## config.mk

```make
export PLATFORM = sky130hd
export DESIGN_NAME = tiny_dnn_ex_acc
export DESIGN_NICKNAME = d
export VERILOG_FILES = /design/src/rtl/tiny_dnn_pkg.sv /design/src/rtl/tiny_dnn_out_fifo.sv /design/src/rtl/tiny_dnn_ex_acc.sv
export SDC_FILE = /design/constraint.sdc
export NUM_CORES = 1
export LEC_CHECK = 0
export ABC_CLOCK_PERIOD_IN_PS = 6200
export BUFFER_PORTS_ARGS = -buffer_cell sky130_fd_sc_hd__buf_4
export CORE_ASPECT_RATIO = 1.25
export CORE_MARGIN = 2
export CORE_UTILIZATION = 40
export CTS_CLUSTER_DIAMETER = 120
export DETAILED_ROUTE_END_ITERATION = 8
export PLACE_DENSITY = 0.62
export SETUP_SLACK_MARGIN = 0.2
export SKIP_LAST_GASP = 1
export SYNTH_ARGS = -nofsm -noshare
export SYNTH_HDL_FRONTEND = slang
export SYNTH_SLANG_ARGS = --single-unit
```

## constraint.sdc

```tcl
create_clock -name clk -period 6.2 [get_ports clk]
set_input_delay 0.31 -clock clk [delete_from_list [all_inputs] [get_ports clk]]
set_output_delay 0.31 -clock clk [all_outputs]
set_load 0.05 [all_outputs]
```

## src/rtl/tiny_dnn_pkg.sv

```systemverilog
// Shared defaults and fixed-point helpers for the tiny_dnn execution datapath.
package tiny_dnn_pkg;

    localparam int DW_DEF    = 16;
    localparam int AW_DEF    = 40;
    localparam int FRAC_DEF  = 8;
    localparam int DEPTH_DEF = 4;

    // Clamp a signed value into the range representable by a w-bit signed word.
    function automatic logic signed [63:0] sat(input logic signed [63:0] x, input int w);
        logic signed [63:0] hi;
        logic signed [63:0] lo;
        hi = (64'sd1 <<< (w - 1)) - 64'sd1;
        lo = -(64'sd1 <<< (w - 1));
        if (x > hi) begin
            return hi;
        end else if (x < lo) begin
            return lo;
        end else begin
            return x;
        end
    endfunction

endpackage

```

## src/rtl/tiny_dnn_out_fifo.sv

```systemverilog
// Circular result FIFO between the MAC output stage and the writeback stream.
module tiny_dnn_out_fifo #(
    parameter int W     = 16,
    parameter int DEPTH = 4,
    parameter int CW    = $clog2(DEPTH + 1)
) (
    input  logic          clk,
    input  logic          rst_n,
    input  logic          push,
    input  logic [W-1:0]  wdata,
    input  logic          pop,
    output logic [W-1:0]  rdata,
    output logic [CW-1:0] count,
    output logic [CW-1:0] count_next,
    output logic          full,
    output logic          empty
);
    localparam int PW = $clog2(DEPTH);

    logic [W-1:0]  mem_q [DEPTH];
    logic [PW-1:0] wr_ptr_q, wr_ptr_d;
    logic [PW-1:0] rd_ptr_q, rd_ptr_d;
    logic [CW-1:0] count_q, count_d;
    logic          wr_en, rd_en;

    assign full  = (count_q == CW'(DEPTH));
    assign empty = (count_q == '0);
    // A push into a full FIFO only lands if a pop frees the slot in the same cycle.
    assign wr_en = push && (!full || pop);
    assign rd_en = pop && !empty;

    always_comb begin
        wr_ptr_d = wr_ptr_q;
        rd_ptr_d = rd_ptr_q;
        count_d  = count_q;
        if (wr_en) wr_ptr_d = wr_ptr_q + PW'(1);
        if (rd_en) rd_ptr_d = rd_ptr_q + PW'(1);
        if (wr_en && !rd_en) count_d = count_q + CW'(1);
        else if (rd_en && !wr_en) count_d = count_q - CW'(1);
    end

    always_ff @(posedge clk or negedge rst_n) begin
        if (!rst_n) begin
            wr_ptr_q <= '0;
            rd_ptr_q <= '0;
            count_q  <= '0;
            for (int i = 0; i < DEPTH; i++) mem_q[i] <= '0;
        end else begin
            wr_ptr_q <= wr_ptr_d;
            rd_ptr_q <= rd_ptr_d;
            count_q  <= count_d;
            if (wr_en) mem_q[wr_ptr_q] <= wdata;
        end
    end

    assign rdata      = mem_q[rd_ptr_q];
    assign count      = count_q;
    assign count_next = count_d;

endmodule

```

## src/rtl/tiny_dnn_ex_acc.sv

```systemverilog
// Multiply-accumulate, bias/ReLU/saturate output stage and result queue fed by the execution controller.
module tiny_dnn_ex_acc
    import tiny_dnn_pkg::*;
#(
    parameter int DW    = DW_DEF,
    parameter int AW    = AW_DEF,
    parameter int FRAC  = FRAC_DEF,
    parameter int DEPTH = DEPTH_DEF
) (
    input  logic          clk,
    input  logic          rst_n,
    input  logic          backprop,
    input  logic          relu,
    input  logic          k_init,
    input  logic          exec,
    input  logic          k_fin,
    input  logic [DW-1:0] d,
    input  logic [DW-1:0] w,
    input  logic [DW-1:0] bias,
    output logic          out_busy,
    output logic          outr,
    output logic          m_valid,
    input  logic          m_ready,
    output logic [DW-1:0] m_data,
    output logic          ovf
);
    localparam int CW = $clog2(DEPTH + 1);

    logic                 v1_q, fin1_q, push_q, busy_q, ovf_q;
    logic                 busy_d, ovf_d;
    logic signed [AW-1:0] acc_q, acc_d;
    logic [DW-1:0]        bias_q, bias_d;
    logic [DW-1:0]        res_q, res_d;

    logic signed [2*DW-1:0] prod;
    logic signed [AW-1:0]   prod_ext, bias_term, s, r;
    logic signed [63:0]     r_sat;
    logic [DW-1:0]          res_val;

    logic          pop, fifo_full, fifo_empty;
    logic [CW-1:0] fifo_count, fifo_count_next;

    assign pop = m_valid && m_ready;

    // The result is formed from the current acc/bias registers, so a k_init in the
    // fin1 cycle can clear them for the next pass without disturbing this one.
    always_comb begin
        prod      = $signed(d) * $signed(w);
        prod_ext  = AW'(prod);
        bias_term = backprop ? '0 : (AW'($signed(bias_q)) <<< FRAC);
        s         = acc_q + bias_term;
        r         = s >>> FRAC;
        r_sat     = sat(64'(r), DW);
        res_val   = DW'(r_sat);
        if (relu && !backprop && res_val[DW-1]) res_val = '0;

        acc_d = acc_q;
        if (k_init) acc_d = '0;
        else if (v1_q) acc_d = acc_q + prod_ext;

        bias_d = k_init ? bias : bias_q;
        res_d  = fin1_q ? res_val : res_q;
        ovf_d  = ovf_q | (push_q & fifo_full & ~pop);
        busy_d = (fifo_count_next >= CW'(DEPTH - 2));
    end

    always_ff @(posedge clk or negedge rst_n) begin
        if (!rst_n) begin
            v1_q   <= 1'b0;
            fin1_q <= 1'b0;
            push_q <= 1'b0;
            busy_q <= 1'b0;
            ovf_q  <= 1'b0;
            acc_q  <= '0;
            bias_q <= '0;
            res_q  <= '0;
        end else begin
            v1_q   <= exec;
            fin1_q <= k_fin;
            push_q <= fin1_q;
            busy_q <= busy_d;
            ovf_q  <= ovf_d;
            acc_q  <= acc_d;
            bias_q <= bias_d;
            res_q  <= res_d;
        end
    end

    tiny_dnn_out_fifo #(
        .W     (DW),
        .DEPTH (DEPTH),
        .CW    (CW)
    ) u_fifo (
        .clk        (clk),
        .rst_n      (rst_n),
        .push       (push_q),
        .wdata      (res_q),
        .pop        (pop),
        .rdata      (m_data),
        .count      (fifo_count),
        .count_next (fifo_count_next),
        .full       (fifo_full),
        .empty      (fifo_empty)
    );

    assign m_valid  = !fifo_empty;
    assign outr     = v1_q | fin1_q | push_q | (fifo_count != '0);
    assign out_busy = busy_q;
    assign ovf      = ovf_q;

endmodule
```

==> out/qor.yml <==
status: "complete, no violations"
synth_adder_area_share_pct: 42.0
cts_max_level: 4
detail-route-antenna-nets: 0
coreArea_um2: 50300
fmax_mhz: 169
dieWidth_um: 206
rsz0062_at_grt: "true"
clkTransAtPathRegs_ns: 0.07
fin_crit_sh_pct: 95.7
synth.area.top_cells: "fa_1 (33%), dfrtp_1 (18%), ha_1 (9.4%)"
hold_violations: 0
grt_pass1_wl_mm: 83.4
route.detailed.drc: 0
avgSynthCellArea_um2: 9.90
cts_tree: "built"
antenna_cells: 0
final_area_um2: 23800
synth_most_common_cell: "inv_1"
maxCapViolCount: 0
crit_slowest_cell: "fa_2"
io_buffers: 75
setup_viol_count_final: 0
crit_type: "primary input to flop"
netlist_area_um2: 20300
synth_commonest_cells: "inv_1 (427), fa_1 (331), nand2_1 (181), ha_1 (153), dfrtp_1 (148)"
holdWs_ns: 0.111
fin_ws_ns: 0.266
yosysTopAreaCell: "fa_1"
crit_path_max_incr_delay_ns: 0.67
num_rows: 92
end_kind: "flop"
slew_viol_final: 0
cts_root_buf: "clkbuf_16"
syn_to_final_growth_pct: 17.1
insertion_delay_ns: 0.44
cts_made_buffers: 17
initial_core_util_pct: 40.4
synthFlopType: "dfrtp_1"
syn-num-nets: 2595
routed_wl_mm: 49.0
via_per_inst: 5.06
die-height_um: 256
hpwlAfterDp_mm: 40.7
crit_required_ns: 6.51
grt_max_degree: 93
crit_family: "adder cells"
synth_compound_area_share_pct: 8.15
num_vias: 14800
drtIter0Drc: 606
finalClockSkew_ns: 0.0187
synthSimpleGateAreaFrac_pct: 11.9
synth-edff-count: 0
antenna_found_initial: 0
setup.worst_path.start_class: "primary input"
maxSlewHeadroom_pct: 40.3
cpMostUsedCell: "fa_1"
grt-ovfl-total: 0
synth_seq_cells: 148
synth.distinct_cells: 71
path_buf_inv: 9
first_pass_iters: 5
synth_xor_area_share_pct: 2.84
synth_top_family_by_area: "adder cells"
grt_pass1_vias: 16600
post_drt_wl_per_cell_um: 16.8
hold_class: "primary input to flop"
preCtsSetupSlack_ns: -0.328
crit_fanout: 7
clk_path_buf_depth: 2
netlist_instances: 2055
die_area_um2: 52700
critPathArrivalTime_ns: 6.25
yosys_warnings: 0
grt_usage_pct: 20.0
pin_count: 76
drive_gt1_share_pct: 20.2
crit_chain: "buf_6, buf_4, nand2_4, inv_2, fa_2, fa_1, inv_4, buf_4, fa_1, buf_4, fa_1, inv_1, fa_1, inv_1, fa_1, inv_1, ha_1, a21o_1, a21oi_1, o21ai_0, a311oi_2, o21ai_1, a32o_1"
dpl-instance-area_um2: 22700
gp_congestion: 0.846
ys_async_sr_fraction_pct: 100
clock_sinks: 148
muxShareOfSynthArea_pct: 7.68
layout.nets: 2787
tightest_slew_ns: 0.896
finalCriticalPeriod_ns: 5.93
yosysSeqAreaShare_pct: 18.2
synth_top_area_share_pct: 32.6
-- stage by stage --
step / util, % / instances / TNS (ns)
2_1_floorplan: - / 2055 / 0
3_3_place_gp: 45.1 / 2872 / -1.41
3_5_place_dp: 45.1 / 2872 / -1.83
4_1_cts: 46.5 / 2909 / 0
5_1_grt: 47.3 / 2918 / 0
6_report: 47.3 / 2918 / 0
-- logic make-up after synthesis --
family / count (synthesis)
simple gates: 497
buf+inv: 494
flops: 148
fa+ha+maj: 484
compound gates: 240
xor+xnor: 66
mux: 126
-- state kept, by name, summed over array words and instances, names as in the netlist, 2 cells and up --
signal	count
res_q	16
bias_q	16
u_fifo.wr_ptr_q	2
acc_q	40
u_fifo.rd_ptr_q	2
u_fifo.mem_q	64
u_fifo.count	3
-- routing by layer --
layer	share of wire, %	wire length (um)	GRT usage [%]
met2	55	27100	37.5
met4	2.8	1360	5.98
met5	0	0	0
met1	39	19300	23.7
met3	2.5	1240	2.01
-- what timing repair did --
action	4_1_cts	5_1_grt
hold endpoints to repair	31	0
pin swaps	4	49
setup endpoints to repair	1	15
gates resized for setup	3	90
buffers inserted	2	9
hold buffers	3	0
-- final cells by class --
class / instances / area (um2)
inverters: 427 / 1610
clock inverters: 12 / 143
clock buffers: 20 / 467
fillers: 4708 / 26500
multi-input cells: 1413 / 15100
repair buffers: 240 / 1920
flip-flops and latches: 148 / 3700
well taps: 658 / 823
-- path summary, 6_finish.rpt --
check	from	end	slack (ns)	cells past startpoint
worst max register to register	acc_q[9]$_DFFE_PN0P_	acc_q[36]$_DFFE_PN0P_	0.73	20
min in group asynchronous	rst_n	u_fifo.count[0]$_DFF_PN0_	0.53	2
worst min register to register	ovf$_DFF_PN0_	ovf$_DFF_PN0_	0.50	1
worst max-delay path	w[1]	acc_q[39]$_DFFE_PN0P_	0.27	23
worst min-delay path	bias[15]	bias_q[15]$_DFFE_PN0P_	0.11	2
max in group asynchronous	rst_n	v1_q$_DFF_PN0_	4.29	3
-- placed cells by master (no fill, tap or decap), drive strengths merged, types with 7 or more instances in the layout --
master  instances
nand2         181
mux2           81
nand2b          8
nand3          20
o21a            9
buf           237
a221o          12
xnor2          46
o31ai           7
fa            331
clkbuf         20
nor3           14
nor2b          25
ha            153
a21oi          62
o21ai          45
a31oi           7
mux4           16
dfrtp         148
xor2           20
inv           431
a211oi         14
a21o           27
and2          120
nor2          100
mux2i          29
Power is not shown: default switching activity piles up to over one toggle a cycle in this logic, so the estimate is an artifact.
